--- src/rtl/hazard_ctrl_pkg.sv ---
// Shared pipeline definitions for hazard control: FSM encoding and MDU timing.
package hazard_ctrl_pkg;

    typedef enum logic {
        IDLE     = 1'b0,
        MDU_BUSY = 1'b1
    } hz_state_t;

    localparam int unsigned MDU_LAT_DEF = 4;
    localparam int unsigned MDU_CNT_W   = 4;

endpackage

--- src/rtl/hazard_ctrl_mdu_timer.sv ---
// Down-counter tracking the remaining EX cycles of a multi-cycle MDU op.
module mdu_timer
    import hazard_ctrl_pkg::*;
#(
    parameter int unsigned WIDTH = MDU_CNT_W
) (
    input  logic             clk,
    input  logic             rst,
    input  logic             load,
    input  logic [WIDTH-1:0] load_val,
    input  logic             dec,
    output logic [WIDTH-1:0] cnt,
    output logic             zero
);

    // Load takes precedence over decrement; otherwise the count holds.
    always_ff @(posedge clk or posedge rst) begin
        if (rst) begin
            cnt <= '0;
        end else if (load) begin
            cnt <= load_val;
        end else if (dec) begin
            cnt <= cnt - WIDTH'(1);
        end
    end

    assign zero = (cnt == '0);

endmodule

--- src/rtl/hazard_ctrl.sv ---
// Pipeline hazard controller: memory wait, MDU occupancy, branch and load-use.
module hazard_ctrl
    import hazard_ctrl_pkg::*;
#(
    parameter int unsigned MDU_LAT = MDU_LAT_DEF
) (
    input  logic        clk,
    input  logic        rst,
    input  logic [4:0]  rf_ra0_id,
    input  logic [4:0]  rf_ra1_id,
    input  logic        rf_re0_id,
    input  logic        rf_re1_id,
    input  logic        rf_we_ex,
    input  logic [4:0]  rf_wa_ex,
    input  logic        mem_re_ex,
    input  logic        npc_sel_ex,
    input  logic        mdu_start_ex,
    input  logic        mem_busy,
    output logic        stall_pc,
    output logic        stall_if_id,
    output logic        stall_id_ex,
    output logic        stall_ex_mem,
    output logic        flush_if_id,
    output logic        flush_id_ex,
    output logic        flush_ex_mem,
    output logic        flush_mem_wb,
    output logic        mdu_done,
    output logic [31:0] stall_cnt
);

    // The first EX cycle is spent in IDLE, the last with cnt==0.
    localparam logic [MDU_CNT_W-1:0] LOAD_VAL = MDU_CNT_W'(MDU_LAT - 2);

    hz_state_t              state;
    hz_state_t              next_state;
    logic                   tmr_load;
    logic                   tmr_dec;
    logic                   tmr_zero;
    logic [MDU_CNT_W-1:0]   tmr_cnt;
    logic                   load_use;

    mdu_timer #(
        .WIDTH (MDU_CNT_W)
    ) u_mdu_timer (
        .clk      (clk),
        .rst      (rst),
        .load     (tmr_load),
        .load_val (LOAD_VAL),
        .dec      (tmr_dec),
        .cnt      (tmr_cnt),
        .zero     (tmr_zero)
    );

    // Load in EX whose destination (not x0) is read by the ID instruction.
    always_comb begin
        load_use = mem_re_ex && rf_we_ex && (rf_wa_ex != 5'd0) &&
                   ((rf_re0_id && (rf_ra0_id == rf_wa_ex)) ||
                    (rf_re1_id && (rf_ra1_id == rf_wa_ex)));
    end

    // FSM state register.
    always_ff @(posedge clk or posedge rst) begin
        if (rst) begin
            state <= IDLE;
        end else begin
            state <= next_state;
        end
    end

    // Prioritised hazard resolution; reset forces every control output low.
    always_comb begin
        stall_pc     = 1'b0;
        stall_if_id  = 1'b0;
        stall_id_ex  = 1'b0;
        stall_ex_mem = 1'b0;
        flush_if_id  = 1'b0;
        flush_id_ex  = 1'b0;
        flush_ex_mem = 1'b0;
        flush_mem_wb = 1'b0;
        mdu_done     = 1'b0;
        tmr_load     = 1'b0;
        tmr_dec      = 1'b0;
        next_state   = state;
        if (!rst) begin
            if (mem_busy) begin
                stall_pc     = 1'b1;
                stall_if_id  = 1'b1;
                stall_id_ex  = 1'b1;
                stall_ex_mem = 1'b1;
                flush_mem_wb = 1'b1;
            end else if (state == MDU_BUSY) begin
                if (tmr_zero) begin
                    mdu_done   = 1'b1;
                    next_state = IDLE;
                end else begin
                    stall_pc     = 1'b1;
                    stall_if_id  = 1'b1;
                    stall_id_ex  = 1'b1;
                    flush_ex_mem = 1'b1;
                    tmr_dec      = 1'b1;
                end
            end else if (mdu_start_ex) begin
                stall_pc     = 1'b1;
                stall_if_id  = 1'b1;
                stall_id_ex  = 1'b1;
                flush_ex_mem = 1'b1;
                tmr_load     = 1'b1;
                next_state   = MDU_BUSY;
            end else if (npc_sel_ex) begin
                flush_if_id = 1'b1;
                flush_id_ex = 1'b1;
            end else if (load_use) begin
                stall_pc    = 1'b1;
                stall_if_id = 1'b1;
                flush_id_ex = 1'b1;
            end
        end
    end

    // Running count of PC-stall cycles, wrapping naturally at 32 bits.
    always_ff @(posedge clk or posedge rst) begin
        if (rst) begin
            stall_cnt <= '0;
        end else if (stall_pc) begin
            stall_cnt <= stall_cnt + 32'd1;
        end
    end

endmodule
--- config.mk ---
export PLATFORM = sky130hd
export DESIGN_NAME = hazard_ctrl
export DESIGN_NICKNAME = d
export VERILOG_FILES = /design/src/rtl/hazard_ctrl_pkg.sv /design/src/rtl/hazard_ctrl_mdu_timer.sv /design/src/rtl/hazard_ctrl.sv
export SDC_FILE = /design/constraint.sdc
export NUM_CORES = 1
export LEC_CHECK = 0
export CORE_ASPECT_RATIO = 1.25
export CORE_MARGIN = 2
export CORE_UTILIZATION = 35
export DETAILED_ROUTE_END_ITERATION = 10
export DONT_BUFFER_PORTS = 1
export PLACE_DENSITY_LB_ADDON = 0.15
export SYNTH_ARGS = -nofsm -noshare
export SYNTH_HDL_FRONTEND = slang
export SYNTH_SLANG_ARGS = --single-unit
export TNS_END_PERCENT = 1
--- constraint.sdc ---
create_clock -name clk -period 2.18 [get_ports clk]
set_input_delay 0.109 -clock clk [delete_from_list [all_inputs] [get_ports clk]]
set_output_delay 0.109 -clock clk [all_outputs]
set_load 0.05 [all_outputs]
# == Word level (Yosys, flattened, before mapping) ==
# Cells that the tools add are included.
# totals
output_inout_bits,41
word_cells,56
regBits,37
# op_classes
addsub,2
reduce_logical,10
n_mux,37
n_bitwise,2
n_eq_ne,2
# ops
cell,count
$mux 1,35
$add 32x1->32 const B,1
$eq 5x5->1,2
$mux 4,2
$logic_and 1x1->1,5
$reduce_bool 5->1,1
$logic_not 4->1,1
$sub 4x1->4 const B,1
$not 1->1,2
$reduce_and 2->1,1
$reduce_bool 2->1,1
$logic_or 1x1->1,1

# == Logic depth before layout (Yosys ltp) ==
# Gate-level depths: netlist of run 1.
# depth
depth_word,10
depth_mapped,9
depth_no_buf,9

# == Modules after synthesis ==
# A second synthesis of run 1 with hierarchy kept.
# unflattened
hier_cells,205
hier_area_um2,2042.0
# by_module_without_submodules
mod,instances,cells_per_inst,area_each_um2
hazard_ctrl,1,182,1810.5
mdu_timer,1,23,231.5

# == Worst setup path before layout of run 1 ==
# Ideal clock, no wire load.
# synth_path
path_type,reg2reg
startpoint,register u_mdu_timer.cnt[0]
endpoint,register u_mdu_timer.cnt[2]
path_buffers,0
arrival_ps,2479
path_stages_with_launch,9
slack_ps,-419
period_less_slack_ps,2599
path_cell_list,dfrtp_1 > inv_1 > ha_1 > nand4bb_1 > nand2_1 > nor3_1 > nand2_1 > xor2_1 > nor2_1
# synth_between
elab_chain_cells,6
word_cells_on_any_way,9
# synth_rtl
item,line_no,rtl
start: declaration,hazard_ctrl_mdu_timer.sv:12,"output logic [WIDTH-1:0] cnt,"
start signal: assignment,hazard_ctrl_mdu_timer.sv:21,cnt <= load_val;
start signal: assignment,hazard_ctrl_mdu_timer.sv:23,cnt <= cnt - WIDTH'(1);
$logic_not 4->1,hazard_ctrl_mdu_timer.sv:27,assign zero = (cnt == '0);
$mux 1,hazard_ctrl.sv:92,if (tmr_zero) begin
$mux 1,hazard_ctrl.sv:91,end else if (state == MDU_BUSY) begin
$mux 1,hazard_ctrl.sv:85,if (mem_busy) begin
$mux 1,hazard_ctrl.sv:84,if (!rst) begin
$reduce_bool 2->1 (no line),--,
# Several ways; a longest one is shown, not always the timed one. The select of a mux whose other input is x is not followed.
# A chain may end at the register's enable or synchronous reset.

# == Final worst setup path of run 1 ==
# layout_path
startpoint,register u_mdu_timer.cnt[0]
endpoint,output port stall_pc
# layout_between
elab_chain_cells,5
# layout_rtl
item,line_no,rtl
$logic_not 4->1,hazard_ctrl_mdu_timer.sv:27,
$mux 1,hazard_ctrl.sv:92,
$mux 1,hazard_ctrl.sv:91,
$mux 1,hazard_ctrl.sv:85,
$mux 1,hazard_ctrl.sv:84,
end: declaration,hazard_ctrl.sv:19,"output logic stall_pc,"
# No other way between the ends.

==> flow_summary.rst, run 1 <==
.. list-table::
   :header-rows: 1

   * - Metric
     - Value
   * - Result of the run
     - complete, no violations
   * - Violation count after the first detailed-routing iteration
     - 60
   * - Root buffer cell
     - sky130_fd_sc_hd__clkbuf_8
   * - Antenna violations before repair
     - 0
   * - Leading cell types by total area after synthesis
     - sky130_fd_sc_hd__dfrtp_1 (46%), sky130_fd_sc_hd__xor2_1 (9.6%), sky130_fd_sc_hd__xnor2_1 (9.2%)
   * - FF/Latch Area
     - 926 sq um
   * - Count of boundary I/O pins
     - 65
   * - Final setup vio count
     - 0
   * - Minimum setup slack in the final design
     - 0.177 ns
   * - Total power per unit cell area
     - 975 nW/um^2
   * - Period utilization
     - 91.9%
   * - Post-DP HPWL
     - 3630 microns
   * - Initial standard-cell utilization of the core
     - 36.6%
   * - Floorplan die area
     - 6360 sq um
   * - Max-slew headroom at the worst pin
     - 64.9%
   * - Post-synthesis to final-layout area growth
     - 24.9%
   * - Mean instance size in the synthesized netlist
     - 10.1 sq um
   * - Clock skew after layout
     - 0.0124 ns
   * - Setup TNS
     - 0 ns
   * - Kind of end point of the critical path
     - output pin
   * - Share of final-layout standard cells stronger than drive strength 1
     - 26.2%
   * - Data required time of the critical path
     - 2.07 ns
   * - Area share of the largest cell type after synthesis
     - 46.2%
   * - Routed Wire Length
     - 4660 microns
   * - Total global-route track usage
     - 15.2%
   * - Number of global-route vias before repair
     - 1612
   * - Placement Rows
     - 30
   * - Clock latency reported for the late side of the worst-skew pair
     - 0.29 ns
   * - Chip Height
     - 88.6 microns
   * - Die Wd
     - 71.7 microns
   * - CTS H-Tree Depth
     - 2
   * - Total of buffers placed on input and output ports
     - 0
   * - Via Count
     - 1594
   * - Post-synthesis sequential area ratio
     - 46.2%
   * - Number of synthesis warnings
     - 0
   * - Hold Fails Final Rpt
     - 0
   * - Flip-flop and latch count after synthesis
     - 37
   * - N_diodes
     - 0
   * - VDD IR max
     - 0.442 mV
   * - Register-to-Register Path Depth
     - 7
   * - Vias per cell
     - 5.18
   * - Top flip-flop cell by instance count after synthesis
     - sky130_fd_sc_hd__dfrtp_1
   * - Synth Cell Area
     - 2010 sq um
   * - Hold path depth
     - 2
   * - Static Leakage
     - 1.18 nW
   * - Inserted Clock Buffers
     - 5
   * - Cell accounting for the most synthesized area
     - sky130_fd_sc_hd__dfrtp_1
   * - Longest Clk Path Bufs
     - 2
   * - Standard cell with the maximum stage delay on the critical path
     - sky130_fd_sc_hd__dfrtp_1
   * - Net count of the finished layout
     - 270
   * - Leftover overflow at the end of global routing
     - 0
   * - Total Power Consumption
     - 2.44 mW
   * - Number of slew-limit violations in the final report
     - 0
   * - CP arrival
     - 1.89 ns
   * - Post-synth ARST share
     - 100%
   * - Number of nets in the synthesized netlist
     - 225
   * - Commonest non-fill, non-tap cells in the layout
     - sky130_fd_sc_hd__buf_4 (41), sky130_fd_sc_hd__dfrtp_1 (37), sky130_fd_sc_hd__xor2_1 (22)
   * - Number of max-cap violations
     - 0
   * - Finished layout cell area
     - 2500 sq um
   * - Filler Cells Inserted
     - 525
   * - Number of synthesized flops with an enable pin
     - 0
   * - Largest net degree at the start of global routing
     - 25
   * - Cells after synthesis
     - 198
   * - Drt drc
     - 0
   * - Maximum cell stage delay along the critical path
     - 0.41 ns
   * - Post-place instance area
     - 2360 sq um
   * - Yosys cell types
     - 36
   * - Path category of the worst min-delay check
     - in2reg
   * - Area occupied by multi-input gates
     - 1030 sq um
   * - Slew at the pin with the worst max-slew slack
     - 0.527 ns
   * - Non-Filler Instances
     - 308
   * - Number of sinks handled by clock tree synthesis
     - 37
   * - Wire length of the first global-routing pass
     - 7470 microns
   * - Detail Route Antenna Nets
     - 0
   * - Average wire per standard cell
     - 15.1 microns
   * - Crit start category
     - flip-flop
   * - Total core area
     - 5480 sq um
   * - Initial DRT Pass Iterations
     - 4
   * - TritonCTS clock tree
     - yes
   * - Pre-CTS worst setup slack
     - 0.179 ns
   * - Clock transition at path regs
     - 0.07 ns
   * - Maximum net fanout on the critical path
     - 5
   * - Gp weighted congestion
     - 0.754
   * - Inst Count DP
     - 297
   * - CP Cell Sequence
     - inv_2 > ha_1 > nand4bb_1 > a21oi_2 > nor2_1 > a21oi_2 > inv_2 > buf_4
   * - Leading cell type in the layout, fill and taps excluded
     - sky130_fd_sc_hd__buf_4
   * - FMAX
     - 499 MHz
   * - Critical Setup Path Class
     - reg2out
   * - Fin crit period
     - 2.00 ns
## per-stage QoR
| step | util, % | hold WS, ns |
|---|---|---|
| finish | 45.7 | 0.0435 |
| global route | 45.7 | 0.0391 |
| CTS | 45.5 | 0.0373 |
| detailed placement | 43.0 | 0.0629 |
| global placement | 43.0 | 0.0492 |
| floorplan | - | 0.253 |
## where the power goes
| group | switching [mW] | internal (mW) | total [mW] |
|---|---|---|---|
| logic | 0.630 | 0.299 | 0.929 |
| clock network | 0.236 | 0.373 | 0.609 |
| registers | 0.0946 | 0.809 | 0.903 |
## worst max-delay path, delay by kind of cell (launching register included)
kind	cells	cell delay, ns
buffers and inverters	3	0.38
adder cells (fa/ha/maj)	1	0.14
flip-flops	1	0.41
AND/OR/NAND/NOR	2	0.27
AO/OA/AOI/OAI	2	0.40
## registers in the layout (all words and copies together) (netlist names)
name / flops
stall_cnt: 32
u_mdu_timer.cnt: 4
state: 1
## synthesized netlist by cell type, types with 2 or more instances
cell type and number:
sky130_fd_sc_hd__xor2_1 22, sky130_fd_sc_hd__nor4b_1 2, sky130_fd_sc_hd__inv_1 6, sky130_fd_sc_hd__buf_6 2
sky130_fd_sc_hd__nor4_1 5, sky130_fd_sc_hd__xnor2_1 21, sky130_fd_sc_hd__buf_4 2, sky130_fd_sc_hd__nor3_1 15
sky130_fd_sc_hd__nor2_1 13, sky130_fd_sc_hd__nand2_1 20, sky130_fd_sc_hd__nand3_1 10, sky130_fd_sc_hd__a21oi_1 3
sky130_fd_sc_hd__dfrtp_1 37, sky130_fd_sc_hd__and3_1 5, sky130_fd_sc_hd__ha_1 3, sky130_fd_sc_hd__nand4_1 8
sky130_fd_sc_hd__or2_2 2, sky130_fd_sc_hd__o21ai_0 4
## per-layer routing
| layer | global-route usage [%] | share of wire, % |
|---|---|---|
| met4 | 6.17 | 1.5 |
| met3 | 3.42 | 5.8 |
| met1 | 18.1 | 41 |
| met5 | 0 | 0 |
| met2 | 26.5 | 51 |
## cell families after synthesis
logic type	share of synthesized area [%]
AND/OR/NAND/NOR	24.3
XOR/XNOR	18.8
flip-flops	46.2
buffers and inverters	3.43
AO/OA/AOI/OAI	4.68
adder cells (fa/ha/maj)	1.87
multiplexers	0.748
## layout make-up
class | instances | area share [%]
Clock inverter | 1 | 1.20
Clock buffer | 7 | 3.45
Timing Repair Buffer | 43 | 13.1
Multi-Input combinational cell | 149 | 41.1
Tap cell | 64 | 3.20
Sequential cell | 37 | 37.0
Inverter | 7 | 1.05
## path summary, 6_finish.rpt
kind                                    startpoint                 end  slack, ns
worst max register to register        stall_cnt[1]       stall_cnt[22]       0.19
worst min register to register  u_mdu_timer.cnt[3]  u_mdu_timer.cnt[3]       0.55
min in group asynchronous                      rst       stall_cnt[22]       0.33
worst max-delay path            u_mdu_timer.cnt[0]            stall_pc       0.18
worst min-delay path                      mem_busy               state       0.04
max in group asynchronous                      rst        stall_cnt[7]       1.14
## timing repair
action | CTS | global route
buffers inserted | 0 | 1
hold buffers | 2 | 0
endpoints found under the hold margin | 14 | 0
resized for setup | 0 | 2
setup endpoints to repair | 0 | 6
No activity file was read; power rests on OpenSTA's default activity.
==> inputs of run 2 (changes only) <==
--- a/config.mk
+++ b/config.mk
@@ -10,7 +10,7 @@
 export CORE_UTILIZATION = 35
 export DETAILED_ROUTE_END_ITERATION = 10
 export DONT_BUFFER_PORTS = 1
-export PLACE_DENSITY_LB_ADDON = 0.15
+export PLACE_DENSITY = 0.57
 export SYNTH_ARGS = -nofsm -noshare
 export SYNTH_HDL_FRONTEND = slang
 export SYNTH_SLANG_ARGS = --single-unit
==> run 2 against run 1 <==
Against the previous run:
- clock-buffer cell count down 2
- largest cell class unchanged
- cell area up 1.3%
- combinational power up 3.8%
- die area unchanged
- clock power down 20%
- highest routed layer unchanged
- global-route usage up 0.73 points
- worst hold slack better by 0.0040 ns
==> flow_summary.rst, run 2 (synthesis gave the netlist of run 1 again) <==
.. list-table::
   :header-rows: 1

   * - Metric
     - Value
   * - Longest Clk Path Bufs
     - 2
   * - Placement Rows
     - 30
   * - CP arrival
     - 1.97 ns
   * - Violation count after the first detailed-routing iteration
     - 48
   * - Met3 Track Usage GR
     - 5.24%
   * - Result of the run
     - complete, no violations
   * - CTS H-Tree Depth
     - 2
   * - Hold_sp
     - mem_busy
   * - Antenna violations before repair
     - 0
   * - Number of slew-limit violations in the final report
     - 0
   * - Clock skew after layout
     - 0.00857 ns
   * - Sw Share
     - 42.2%
   * - FMAX
     - 482 MHz
   * - GRT Max-Usage Layer
     - met2
   * - Clock network fraction of total power
     - 20.6%
   * - VDD IR max
     - 0.648 mV
   * - Slew at the pin with the worst max-slew slack
     - 0.514 ns
   * - Kind of end point of the critical path
     - output pin
   * - Post-DP HPWL
     - 3430 microns
   * - Int Pwr
     - 1.36 mW
   * - Path category of the worst min-delay check
     - in2reg
   * - Post-synthesis to final-layout area growth
     - 26.6%
   * - N_diodes
     - 0
   * - Period utilization
     - 95.2%
   * - Met1 Resource Use GR
     - 20.4%
   * - Inserted Clock Buffers
     - 5
   * - Routed Wire Length
     - 4730 microns
   * - Maximum net fanout on the critical path
     - 4
   * - Number of sinks handled by clock tree synthesis
     - 37
   * - Total Power Consumption
     - 2.35 mW
   * - Total of buffers placed on input and output ports
     - 0
   * - Fin crit period
     - 2.08 ns
   * - Count of boundary I/O pins
     - 65
   * - Max reg flops
     - 32
   * - Leftover overflow at the end of global routing
     - 0
   * - Via Count
     - 1580
   * - Hold Fails Final Rpt
     - 0
   * - Register-to-Register Path Depth
     - 10
   * - Detail Route Antenna Nets
     - 0
   * - Largest registers
     - stall_cnt (32), u_mdu_timer.cnt (4), state (1)
   * - Net count of the finished layout
     - 274
   * - Largest net degree at the start of global routing
     - 38
   * - Biggest register
     - stall_cnt
   * - Critical Setup Path Class
     - reg2out
   * - Average wire per standard cell
     - 15.2 microns
   * - Worst r2r src
     - u_mdu_timer.cnt[0]
   * - Chip Height
     - 88.6 microns
   * - Clock transition at path regs
     - 0.08 ns
   * - Number of global-route vias before repair
     - 1654
   * - Met2 GRT Util
     - 25.3%
   * - Root buffer cell
     - sky130_fd_sc_hd__clkbuf_8
   * - Clock latency reported for the late side of the worst-skew pair
     - 0.29 ns
   * - CP Launch Point
     - u_mdu_timer.cnt[0]
   * - Filler Cells Inserted
     - 542
   * - Reg-to-reg slack, setup
     - 0.15 ns
   * - Die Wd
     - 71.7 microns
   * - Gp weighted congestion
     - 0.761
   * - Max-slew headroom at the worst pin
     - 65.7%
   * - Total power per unit cell area
     - 927 nW/um^2
   * - Capturing instance or port of the critical path
     - stall_if_id
   * - Commonest non-fill, non-tap cells in the layout
     - sky130_fd_sc_hd__buf_4 (42), sky130_fd_sc_hd__dfrtp_1 (37), sky130_fd_sc_hd__xor2_1 (22)
   * - Drt drc
     - 0
   * - Share of final-layout standard cells stronger than drive strength 1
     - 27.4%
   * - Util after Layout
     - 46.3%
   * - End of the worst register-to-register path
     - stall_cnt[6]
   * - Initial DRT Pass Iterations
     - 4
   * - Final setup vio count
     - 0
   * - Wire length of the first global-routing pass
     - 7950 microns
   * - Total global-route track usage
     - 15.9%
   * - Number of max-cap violations
     - 0
   * - Static Leakage
     - 1.20 nW
   * - Crit start category
     - flip-flop
   * - Initial standard-cell utilization of the core
     - 36.6%
   * - Switching power of the nets
     - 0.993 mW
   * - Floorplan die area
     - 6360 sq um
   * - Data required time of the critical path
     - 2.07 ns
   * - Total core area
     - 5480 sq um
   * - Vias per cell
     - 5.06
   * - Fraction of power consumed by combinational cells
     - 41.0%
   * - TritonCTS clock tree
     - yes
   * - Minimum hold slack
     - 0.0475 ns
   * - Proportion of power drawn by flip-flops and latches
     - 38.4%
   * - Leading cell type in the layout, fill and taps excluded
     - sky130_fd_sc_hd__buf_4
==> run 2: layout make-up <==
cell class	instances	area [sq um]	area share (%)
well taps	64	80.1	3.15
clock buffers	5	68.8	2.71
flip-flops and latches	37	926	36.5
clock inverters	3	17.5	0.690
inverters	7	26.3	1.03
repair buffers	47	392	15.4
multi-input cells	149	1030	40.5
==> run 2: power by group through the flow <==
stage	logic [mW]	registers [mW]	clock network, mW
floorplan	0.375	1.21	0
global placement	0.912	0.918	0
detailed placement	0.922	0.919	0
CTS	0.937	0.905	0.495
global route	1.04	0.921	0.525
finish	0.964	0.905	0.485
==> run 2: through the flow <==
| step | std cells | setup TNS [ns] | worst slack [ns] | instance area (sq um) |
|---|---|---|---|---|
| 5_1_grt | 312 | -0.00290 | -0.00214 | 2540 |
| 2_1_floorplan | 198 | -3.41 | -0.230 | 2010 |
| 3_5_place_dp | 296 | 0 | 0.175 | 2360 |
| 6_report | 312 | 0 | 0.104 | 2540 |
| 4_1_cts | 307 | 0 | 0.0178 | 2480 |
| 3_3_place_gp | 296 | 0 | 0.198 | 2360 |
==> run 2: routing by layer <==
layer | share of wire (%) | wire [microns] | vias to the layer above
li1 | - | - | 776
met1 | 44 | 2070 | 755
met2 | 48 | 2260 | 44
met3 | 7.2 | 340 | 5
met4 | 1.3 | 63 | 0
met5 | 0 | 0 | -
==> run 2: repair_timing <==
action / 4_1_cts / 5_1_grt
hold buffers: 2 / 0
gates cloned: 0 / 1
setup buffers: 1 / 4
pin swaps: 1 / 1
setup endpoints to repair: 2 / 2
hold endpoints to repair: 38 / 0
resized for setup: 1 / 1
==> run 2: worst min path at each step <==
stage	to	slack (ns)	depth (start not counted)
6_report	u_mdu_timer.cnt[0]	0.05	3
3_3_place_gp	stall_cnt[9]	0.15	2
3_5_place_dp	stall_cnt[9]	0.15	2
5_1_grt	u_mdu_timer.cnt[0]	0.07	3
4_1_cts	u_mdu_timer.cnt[0]	0.05	3
2_1_floorplan	state	0.25	2
==> run 2: worst max-delay path, cell delays in order, from the launching register on <==
cell and delay (ns):
sky130_fd_sc_hd__dfrtp_1 0.40, sky130_fd_sc_hd__inv_1 0.10, sky130_fd_sc_hd__ha_1 0.15, sky130_fd_sc_hd__nand4bb_1 0.17, sky130_fd_sc_hd__a21oi_2 0.21, sky130_fd_sc_hd__nor2_1 0.08, sky130_fd_sc_hd__a21oi_2 0.18, sky130_fd_sc_hd__buf_12 0.14
sky130_fd_sc_hd__inv_2 0.05, sky130_fd_sc_hd__buf_6 0.18
==> inputs of run 3 (changes only) <==
--- a/config.mk
+++ b/config.mk
@@ -10,7 +10,6 @@
 export CORE_UTILIZATION = 35
 export DETAILED_ROUTE_END_ITERATION = 10
 export DONT_BUFFER_PORTS = 1
-export PLACE_DENSITY = 0.57
 export SYNTH_ARGS = -nofsm -noshare
 export SYNTH_HDL_FRONTEND = slang
 export SYNTH_SLANG_ARGS = --single-unit
==> constraint.sdc (replaced) <==
create_clock -name clk -period 2.15 [get_ports clk]
set_input_delay 0.1075 -clock clk [delete_from_list [all_inputs] [get_ports clk]]
set_output_delay 0.1075 -clock clk [all_outputs]
set_load 0.05 [all_outputs]
==> run 3 against run 2 <==
Against the previous run:
- sequential cell count did not move
- setup slack improved by 0.012 ns
- non-clock buffer count rose by 3
- clock-buffer cell count rose by 2
- clock skew rose by 0.0040 ns
- die area did not move
- final cell count rose by 0.96%
- critical path depth did not move
- cell area rose by 2.4%
- via count rose by 1.6%
- wire length fell by 3.4%
- critical endpoint unchanged
==> flow_summary.rst, run 3 (synthesis gave the netlist of run 1 again) <==
.. list-table::
   :header-rows: 1

   * - Metric
     - Value
   * - Number of global-route vias before repair
     - 1586
   * - Cell family with most CP delay
     - buffers and inverters
   * - Placement Rows
     - 30
   * - Share of final-layout standard cells stronger than drive strength 1
     - 27.9%
   * - Path category of the worst min-delay check
     - in2reg
   * - Leading cell type in the layout, fill and taps excluded
     - sky130_fd_sc_hd__buf_4
   * - Crit start category
     - flip-flop
   * - Max-slew headroom at the worst pin
     - 51.6%
   * - Total global-route track usage
     - 14.6%
   * - Static Leakage
     - 1.23 nW
   * - Filler Cells Inserted
     - 543
   * - Hold Fails Final Rpt
     - 0
   * - Max reg flops
     - 32
   * - CTS H-Tree Depth
     - 2
   * - Initial DRT Pass Iterations
     - 4
   * - Largest net degree at the start of global routing
     - 22
   * - Switching power of the nets
     - 0.970 mW
   * - Initial standard-cell utilization of the core
     - 36.6%
   * - Minimum hold slack
     - 0.0695 ns
   * - Routed Wire Length
     - 4570 microns
   * - Count of boundary I/O pins
     - 65
   * - Biggest register
     - stall_cnt
   * - Largest registers
     - stall_cnt (32), u_mdu_timer.cnt (4), state (1)
   * - Root buffer cell
     - sky130_fd_sc_hd__clkbuf_8
   * - CP Cell Sequence
     - inv_1 > ha_1 > nand4bb_1 > a21oi_2 > nor2_1 > a21oi_2 > buf_12 > inv_2 > buf_4
   * - Via Count
     - 1606
   * - Buffers & Inverters on Critical Path
     - 4
   * - Proportion of power drawn by flip-flops and latches
     - 36.0%
   * - Number of slew-limit violations in the final report
     - 0
   * - Clock network fraction of total power
     - 24.4%
   * - CP most frequent cell
     - sky130_fd_sc_hd__a21oi_2
   * - Period utilization
     - 94.6%
   * - Clock latency reported for the late side of the worst-skew pair
     - 0.28 ns
   * - N_diodes
     - 0
   * - Minimum setup slack in the final design
     - 0.116 ns
   * - Net count of the finished layout
     - 277
   * - VDD IR max
     - 0.561 mV
   * - Inserted Clock Buffers
     - 5
   * - Longest Clk Path Bufs
     - 2
   * - Maximum cell stage delay along the critical path
     - 0.40 ns
   * - Maximum net fanout on the critical path
     - 8
   * - Number of max-cap violations
     - 0
   * - Post-synthesis to final-layout area growth
     - 29.6%
   * - Data required time of the critical path
     - 2.04 ns
   * - Slew at the pin with the worst max-slew slack
     - 0.725 ns
   * - Die Wd
     - 71.7 microns
   * - Clock skew after layout
     - 0.0126 ns
   * - TritonCTS clock tree
     - yes
   * - Post-DP HPWL
     - 3440 microns
   * - Total Power Consumption
     - 2.51 mW
   * - Result of the run
     - complete, no violations
   * - Final setup vio count
     - 0
   * - Wire length of the first global-routing pass
     - 7270 microns
   * - Fraction of power consumed by combinational cells
     - 39.6%
   * - Floorplan die area
     - 6360 sq um
   * - Setup TNS
     - 0 ns
   * - CP arrival
     - 1.93 ns
   * - Int Pwr
     - 1.54 mW
   * - Chip Height
     - 88.6 microns
   * - FMAX
     - 492 MHz
   * - Kind of end point of the critical path
     - output pin
   * - Antenna violations before repair
     - 0
   * - Leftover overflow at the end of global routing
     - 0
   * - Violation count after the first detailed-routing iteration
     - 71
   * - Total of buffers placed on input and output ports
     - 0
   * - Critical Setup Path Class
     - reg2out
   * - Total core area
     - 5480 sq um
   * - Drt drc
     - 0
   * - Sw Share
     - 38.6%
   * - Setup repair after global routing missed its margin
     - yes
   * - Total power per unit cell area
     - 967 nW/um^2
   * - Gp weighted congestion
     - 0.790
   * - Standard cell with the maximum stage delay on the critical path
     - sky130_fd_sc_hd__dfrtp_1
   * - Vias per cell
     - 5.10
   * - Detail Route Antenna Nets
     - 0
   * - Number of sinks handled by clock tree synthesis
     - 37
   * - Fin crit period
     - 2.03 ns
   * - Average wire per standard cell
     - 14.5 microns
   * - Commonest non-fill, non-tap cells in the layout
     - sky130_fd_sc_hd__buf_4 (45), sky130_fd_sc_hd__dfrtp_1 (37), sky130_fd_sc_hd__xor2_1 (22)
   * - Pre-CTS worst setup slack
     - 0.202 ns
   * - Clock transition at path regs
     - 0.08 ns
[run 3: cell count changes in the layout (fill, tap and decap cells not counted)]
cell / change
sky130_fd_sc_hd__buf_4: +3
sky130_fd_sc_hd__clkbuf_1: +1
sky130_fd_sc_hd__buf_12: +1
sky130_fd_sc_hd__clkinvlp_4: -1
sky130_fd_sc_hd__clkbuf_8: +1
sky130_fd_sc_hd__bufinv_16: +1
sky130_fd_sc_hd__clkinv_2: -2
sky130_fd_sc_hd__buf_6: -1
[run 3: path summary, 6_finish.rpt]
| kind | endpoint | depth (start not counted) | slack, ns | from |
|---|---|---|---|---|
| worst max-delay path | stall_if_id | 9 | 0.12 | u_mdu_timer.cnt[0] |
| worst min-delay path | state | 2 | 0.07 | mem_busy |
| worst max register to register | stall_cnt[23] | 10 | 0.15 | u_mdu_timer.cnt[0] |
| worst min register to register | u_mdu_timer.cnt[3] | 2 | 0.56 | u_mdu_timer.cnt[3] |
| max in group asynchronous | stall_cnt[31] | 3 | 1.14 | rst |
| min in group asynchronous | stall_cnt[14] | 2 | 0.44 | rst |
[run 3: worst reg2reg max path, delay by kind of cell, from the launching register on]
kind | cells | cell delay [ns]
adders and majority gates | 1 | 0.20
AOI/OAI and AO/OA | 2 | 0.16
and+or+nand+nor | 3 | 0.66
buffers and inverters | 3 | 0.36
DFF | 1 | 0.37
xor gates and xnor gates | 1 | 0.17
[run 3: timing repair]
| action | in CTS | in global routing |
|---|---|---|
| endpoints found under the setup margin | 0 | 3 |
| setup buffers | 0 | 4 |
| hold buffers | 2 | 0 |
| resized for setup | 0 | 1 |
| endpoints found under the hold margin | 17 | 0 |
[run 3: layout make-up]
cell class	count	area, sq um	area share (%)
clock buffer	7	86.3	3.32
clock inverter	1	30.0	1.15
inverter	7	26.3	1.01
multi-input combinational	149	1030	39.6
sequential	37	926	35.6
tap	64	80.1	3.08
timing repair buffer	50	423	16.3
[run 3: power by group through the flow]
stage	Combinational [mW]	Sequential (mW)	Clock, mW
after floorplan	0.381	1.23	0
after CTS	0.973	0.906	0.631
after global placement	0.955	0.915	0
after global routing	1.07	0.917	0.664
final	0.996	0.903	0.614
after detailed placement	0.963	0.919	0
[run 3: stage by stage]
stage	instances	area, sq um	utilization [%]
floorplan	198	2010	-
global placement	300	2400	43.9
detailed placement	300	2400	43.9
CTS	310	2540	46.4
global route	315	2600	47.4
finish	315	2600	47.4
[run 3: routing by layer]
layer | track usage (%) | up-vias | routed length [microns] | share of wire [%]
met2 | 25.0 | 49 | 2280 | 50
met4 | 4.80 | 0 | 42 | 0.92
met3 | 3.64 | 2 | 307 | 6.7
met5 | 0 | - | 0 | 0
li1 | - | 780 | - | -
met1 | 17.9 | 775 | 1940 | 43
